`config.mk`:
```
export PLATFORM = sky130hd
export DESIGN_NAME = top_varint_deser
export DESIGN_NICKNAME = d
export VERILOG_FILES = /design/src/rtl/top_varint_deser.sv
export SDC_FILE = /design/constraint.sdc
export NUM_CORES = 1
export LEC_CHECK = 0
export ABC_AREA = 1
export CAP_MARGIN = 20
export CORE_ASPECT_RATIO = 0.9
export CORE_UTILIZATION = 52
export DETAILED_ROUTE_END_ITERATION = 10
export PLACE_DENSITY = 0.77
export RECOVER_POWER = 25
export SETUP_SLACK_MARGIN = 0.05
export SYNTH_ARGS = -nofsm -noshare
export SYNTH_HDL_FRONTEND = slang
export SYNTH_SLANG_ARGS = --single-unit
```
`constraint.sdc`:
```
create_clock -name clk -period 1.65 [get_ports clk]
set_clock_uncertainty 0.1 [all_clocks]
set_input_delay 0.495 -clock clk [delete_from_list [all_inputs] [get_ports clk]]
set_output_delay 0.495 -clock clk [all_outputs]
set_load 0.01 [all_outputs]
```
`src/rtl/top_varint_deser.sv`:
```
// rtl/top_varint_deser.sv - streaming protobuf varint decoder, one byte per cycle, zigzag for sint32/sint64
// Optional: define VARINT_DESER_STRICT_EN to flag truncated 10th-byte payload and sint32 high bits in out_err.
module top_varint_deser #(
  parameter int MAX_BYTES = 10
) (
  input  logic        clk,
  input  logic        rst_n,
  input  logic        in_valid,
  input  logic [7:0]  in_byte,
  output logic        in_ready,
  input  logic [4:0]  field_type,
  output logic        out_valid,
  input  logic        out_ready,
  output logic [63:0] out_value,
  output logic [3:0]  out_len,
  output logic        out_err
);
  typedef enum logic {IDLE, ACCUM} state_t;

  localparam logic [3:0] MAX_IDX   = 4'(MAX_BYTES);
  localparam logic [4:0] FT_SINT32 = 5'd17;
  localparam logic [4:0] FT_SINT64 = 5'd18;

  state_t      state_q, state_d;
  logic [63:0] acc_q, acc_d;
  logic [3:0]  idx_q, idx_d;
  logic [4:0]  ftype_q, ftype_d;
  logic        out_valid_d;
  logic [63:0] out_value_d;
  logic [3:0]  out_len_d;
  logic        out_err_d;

  logic        xfer;
  logic [4:0]  ftype_eff;
  logic [3:0]  idx_inc;
  logic [6:0]  shamt;
  logic [63:0] acc_new;
  logic        last_byte;
  logic        err_new;

  function automatic logic [63:0] decode(input logic [63:0] a, input logic [4:0] ft);
    logic [31:0] z;
    z = {1'b0, a[31:1]} ^ {32{a[0]}};
    if (ft == FT_SINT64)
      decode = {1'b0, a[63:1]} ^ {64{a[0]}};
    else if (ft == FT_SINT32)
      decode = {{32{z[31]}}, z};
    else
      decode = a;
  endfunction

  assign in_ready = !out_valid | out_ready;

  always_comb begin
    xfer      = in_valid & in_ready;
    // field_type is only honoured on the first byte; later bytes use the latched copy
    ftype_eff = (state_q == IDLE) ? field_type : ftype_q;
    idx_inc   = idx_q + 4'd1;
    shamt     = 7'(idx_q) * 7'd7;
    // payload bits shifted past bit 63 fall off the 64-bit result
    acc_new   = acc_q | ({57'b0, in_byte[6:0]} << shamt);
    last_byte = !in_byte[7] || (idx_inc == MAX_IDX);
    err_new   = in_byte[7] && (idx_inc == MAX_IDX);
`ifdef VARINT_DESER_STRICT_EN
    if ((idx_inc == 4'd10) && (in_byte[6:1] != 6'd0))
      err_new = 1'b1;
    if ((ftype_eff == FT_SINT32) && (acc_new[63:32] != 32'd0))
      err_new = 1'b1;
`endif

    state_d     = state_q;
    acc_d       = acc_q;
    idx_d       = idx_q;
    ftype_d     = ftype_q;
    out_valid_d = out_valid;
    out_value_d = out_value;
    out_len_d   = out_len;
    out_err_d   = out_err;

    if (out_valid && out_ready)
      out_valid_d = 1'b0;

    if (xfer) begin
      if (state_q == IDLE)
        ftype_d = field_type;
      if (last_byte) begin
        state_d     = IDLE;
        acc_d       = 64'd0;
        idx_d       = 4'd0;
        out_valid_d = 1'b1;
        out_value_d = decode(acc_new, ftype_eff);
        out_len_d   = idx_inc;
        out_err_d   = err_new;
      end else begin
        state_d = ACCUM;
        acc_d   = acc_new;
        idx_d   = idx_inc;
      end
    end
  end

  always_ff @(posedge clk or negedge rst_n) begin
    if (!rst_n) begin
      state_q   <= IDLE;
      acc_q     <= 64'd0;
      idx_q     <= 4'd0;
      ftype_q   <= 5'd0;
      out_valid <= 1'b0;
      out_value <= 64'd0;
      out_len   <= 4'd0;
      out_err   <= 1'b0;
    end else begin
      state_q   <= state_d;
      acc_q     <= acc_d;
      idx_q     <= idx_d;
      ftype_q   <= ftype_d;
      out_valid <= out_valid_d;
      out_value <= out_value_d;
      out_len   <= out_len_d;
      out_err   <= out_err_d;
    end
  end
endmodule

```
== Yosys cells after proc, flatten, opt, wreduce, memory -nomap -nowiden ==
Cells that the tools add are included.
Word-level totals
  register bits: 144
  output and inout port bits: 71
  word-level logic and storage cells: 34
  input bits: 17
Operators by class
  shift-type cells: 1
  $mul: 1
  bitwise logic cells: 5
  add/subtract/negate cells: 1
  reductions and logical operators: 6
  eq/ne operators: 3
  muxes and demuxes: 9
Operators with widths (number)
  2-to-1 mux 64 bit: 3
  OR 64 bit: 1
  left shift 7 x 7 -> 64 bit: 1
  bitwise XOR 63 x 64 -> 64 bit: 1
  bitwise XOR 31 x 32 -> 32 bit: 1
  equality test 5 bit (second input constant): 2
  multiplier 4 x 3 -> 7 bit (second input constant): 1
  2-to-1 mux 5 bit: 1
  adder 4 x 1 -> 4 bit (second input constant): 1
  equality test 4 bit (second input constant): 1
  2-to-1 mux 1 bit: 4
  2-to-1 mux 4 bit: 1
  logical AND 1 bit: 2
  logical NOT 1 bit: 2
  AND reduction 2 bit: 1
  AND 1 bit: 1
  logical OR 1 bit: 1
  OR 1 bit: 1

== Logic depth before layout (Yosys ltp) ==
  depth after elaboration: 6
  mapped depth: 12
  mapped depth without buffers: 11

== Worst setup path after synthesis ==
OpenSTA, ideal clock, no wires.
  kind: register -> register
  from: reg idx_q[1]
  to: reg out_value[33]
  library setup time: 0.117 ns
  buffers on the path: 1
  cell stages (with the launch flop): 10
  slack: -0.088 ns
  arrival: 1.521 ns
  cell sequence: dfrtp_1 > ha_1 > xor2_1 > nor2_1 > nand3_2 > nand2_2 > nand2_2 > buf_4 > nor2_1 > nor2_1
Between the ends
  longest elaborated chain between the ends: 6
Ends and longest elaborated chain
  from (decl): line 26  | logic [3:0] idx_q, idx_d;
  from (signal assigned): line 115  | idx_q <= idx_d;
  multiplier 4 x 3 -> 7 bit: line 59  | shamt = 7'(idx_q) * 7'd7;
  left shift 7 x 7 -> 64 bit: line 61  | acc_new = acc_q | ({57'b0, in_byte[6:0]} << shamt);
  OR 64 bit: line 61
  bitwise XOR 31 x 32 -> 32 bit: line 43  | z = {1'b0, a[31:1]} ^ {32{a[0]}};
  2-to-1 mux 64 bit: line 46  | else if (ft == FT_SINT32)
  2-to-1 mux 64 bit: line 44  | if (ft == FT_SINT64)
  to (signal assigned): line 118  | out_value <= out_value_d;
  to (decl): line 14  | output logic [63:0] out_value,
Parallel ways exist; a longest one is shown, timed or not.
A chain may end at the register's enable or synchronous reset.

== Worst setup path in the final report ==
  from: reg idx_q[3]
  to: reg out_value[54]
Same word-level chain as after synthesis.

==> impl_metrics.py <==
metrics = {
    "power": {
        "leakagePower_nw": 5.78,
        "seqPwrFrac": 0.324,
        "comb_power_share": 0.370,
        "p_int_mw": 9.06,
        "p_sw_frac": 0.354,
        "powerDensity_mw_per_mm2": 1210,
        "p_sw_mw": 4.97,
        "ir_drop_mv": 0.933,
        "clkPwrFrac": 0.306,
    },
    "hold_path": {
        "hold_path.class": "primary input to register",
    },
    "worst_setup_path": {
        "critPathKind": "register to register",
        "crit_arrival_ns": 2.44,
        "crit_fanout": 20,
        "startpoint_type": "register",
        "cp.required_ns": 1.89,
        "worst_setup_path_end_kind": "register",
    },
    "timing": {
        "setup_violations": 137,
        "fin_crit_ns": 2.20,
        "worst_slack_ns": -0.550,
        "drv_slew": 0,
        "worst_slew_pin_slew_ns": 0.800,
        "fmax_ghz": 0.455,
        "finalCritPeriodShare": 1.33,
        "hold_viol": 0,
        "worst_slew_margin_rel": 0.467,
        "rsz0062_at_grt": "true",
        "holdWs_ns": 0.360,
    },
    "status": {
        "status": "finished with violations",
        "failed_checks": "negative setup slack",
    },
    "yosys": {
        "postSynthCellCount": 1133,
        "synthesis.area_mm2": 0.00804,
        "synth_top_family_by_area": "simple AND/OR/NAND/NOR gates",
        "yosys-mux-area-fraction": 0,
        "ys_ff_latch": 144,
        "synth_cell_type_count": 26,
        "synth_adder_area_share": 0.00311,
        "syn_nets": 1152,
        "synth_compound_area_frac": 0.101,
        "ys_seq_area_frac": 0.448,
        "synthSimpleGateAreaFrac": 0.351,
        "yosys.area_share.xor_xnor": 0.00981,
        "synth_warnings": 0,
        "syn_area_per_cell_um2": 7.10,
    },
    "drt": {
        "ant_nets": 0,
        "drt_iter0_drc": 1174,
        "vias_per_cell": 5.89,
        "via_count": 8906,
        "wl_mm": 28.9,
        "route.detailed.drc": 0,
        "routedWlPerCell_um": 19.1,
        "firstDrtPassIters": 7,
    },
    "cells_and_area": {
        "antennaDiodeCount": 0,
        "syn_to_final_growth_pct": 44.4,
        "layout.nets": 1320,
        "post-route-cell-area_mm2": 0.0116,
        "layout-drive-gt1-share": 0.314,
        "fin_util": 0.778,
    },
    "clocking": {
        "clk_path_buf_depth": 2,
        "clk_latency_ns": 0.44,
        "cts_sinks": 144,
        "root_buffer": "clkbuf_16",
        "cts_max_level": 4,
        "cts_buffers": 17,
        "cts_tree": "done",
        "clkTransAtPathRegs_ns": 0.06,
    },
    "global_routing": {
        "gr-usage-all-layers": 0.311,
        "antenna_found_initial": 0,
        "grt.overflow.total": 0,
        "grt_pass1_vias": 7836,
        "grt_pass1_wl_mm": 38.7,
        "grt_start_max_net_pins": 51,
    },
    "placement": {
        "placed_cell_area_mm2": 0.00970,
        "io_buffers": 87,
        "gp_congestion": 0.893,
        "dp_slack_ns": -0.692,
        "dp_hpwl_mm": 14.7,
    },
    "run": {
        "maxCapViolations": 0,
    },
    "floorplanning": {
        "start_util": 0.539,
        "rows": 42,
        "core_area_mm2": 0.0149,
        "die_area_mm2": 0.0160,
        "die_w_um": 133,
        "pin_count": 88,
        "die_h_um": 120,
    },
}
==> final timing paths <==
path                       slack (ns)       endpoint     startpoint  cells past startpoint
min reg2reg                      0.37  out_value[15]  out_value[15]                      2
max reg2reg                     -0.55  out_value[54]       idx_q[3]                     10
max                             -0.55  out_value[54]       idx_q[3]                     10
min in group asynchronous        0.58  out_value[13]          rst_n                      2
min                              0.36      out_valid      out_ready                      5
max in group asynchronous        0.11        state_q          rst_n                      3
==> critical path: stages (launching register included) <==
cell and delay (ns):
dfrtp_1 0.37, inv_1 0.14, nand2_1 0.15, buf_4 0.27
o21bai_1 0.34, inv_1 0.16, nand2_1 0.11, nand3_1 0.09
nand2_1 0.12, nor2_1 0.07, nor2_1 0.17
==> cells in the mapped netlist (all sizes together) <==
master / n / area (µm²)
dfrtp: 144 / 3600
nor2: 197 / 744
o22ai: 2 / 12.5
o31ai: 23 / 173
o21bai: 34 / 255
nand2: 356 / 1340
nand3: 144 / 731
a21boi: 2 / 15.0
xor2: 9 / 78.8
ha: 2 / 25.0
buf: 62 / 369
o21ai: 31 / 155
inv: 75 / 284
clkbuf: 10 / 37.5
a21oi: 41 / 205
or2: 1 / 6.26
==> logic make-up (layout without fill, tap and decap cells) <==
kind of cell    Yosys count  in the layout
simple gates            698            698
buf+inv                 147            328
compound gates          133            133
xor+xnor                  9              9
fa+ha+maj                 2              2
flops                   144            144
==> power groups by stage <==
| stage | clock network (mW) | logic (mW) | registers, mW |
|---|---|---|---|
| 6_report | 4.29 | 5.18 | 4.55 |
| 5_1_grt | 4.47 | 5.57 | 4.62 |
| 4_1_cts | 4.27 | 4.36 | 4.52 |
| 3_5_place_dp | 0 | 4.42 | 4.59 |
| 3_3_place_gp | 0 | 4.35 | 4.58 |
| 2_1_floorplan | 0 | 2.26 | 4.75 |
==> state kept, by name, summed over array words and instances, names as in the netlist <==
register and count:
out_value 64, out_valid 1, out_len 4, ftype_q 5, acc_q 64, out_err 1, idx_q 4, state_q 1
==> final cells by class <==
class,count,area (µm²)
well taps,198,248
clock inverters,9,151
fillers,947,3320
clock buffers,23,508
inverters,75,297
flip-flops and latches,144,3610
repair buffers,221,2190
multi-input cells,842,4600
==> metal layers <==
layer	global-route usage	routed length, µm	vias to the layer above
met5	0	0	-
met4	0.147	1530	0
met3	0.0503	3000	150
met2	0.506	13600	619
met1	0.408	10800	4190
li1	-	-	3947
==> through the flow <==
stage / TNS [ns] / power (mW) / instances
after floorplan: -4.58 / 7.01 / 1133
after global placement: -76.01 / 8.93 / 1436
after detailed placement: -80.75 / 9.01 / 1436
after CTS: -21.80 / 13.1 / 1489
after global routing: -35.47 / 14.6 / 1512
final: -25.03 / 14.0 / 1512
==> placed cells by master, fill, tap and decap left out, types with 3 or more instances in the layout <==
master	Yosys	final
nand3_2	2	17
buf_4	14	73
inv_2	4	4
nand2_8	0	3
buf_6	4	20
nand2_2	3	34
nor2_1	195	138
o21bai_1	34	23
dfrtp_1	144	140
dfrtp_2	0	4
clkdlybuf4s50_1	0	12
nor2_4	0	26
bufinv_16	0	4
buf_8	0	3
clkbuf_16	0	30
nand2_1	353	315
nand3_1	142	123
inv_1	70	68
a21oi_1	41	39
nand3_4	0	4
clkbuf_8	0	6
o31ai_4	0	7
o21ai_0	17	13
buf_12	0	21
buf_16	0	4
nand2_4	0	4
clkinv_2	0	3
xor2_1	9	7
o21bai_2	0	10
buf_2	43	70
o31ai_2	0	14
o21ai_1	14	15
nor2_2	2	33
==> timing repair <==
item / in CTS / in global routing
endpoints found under the setup margin: 208 / 141
pin swaps: 10 / 35
hold buffers: 1 / 0
gates resized for setup: 322 / 212
gates cloned: 4 / 16
hold endpoints to repair: 24 / 0
setup buffers: 16 / 8
No activity file was read; power rests on OpenSTA's default activity.
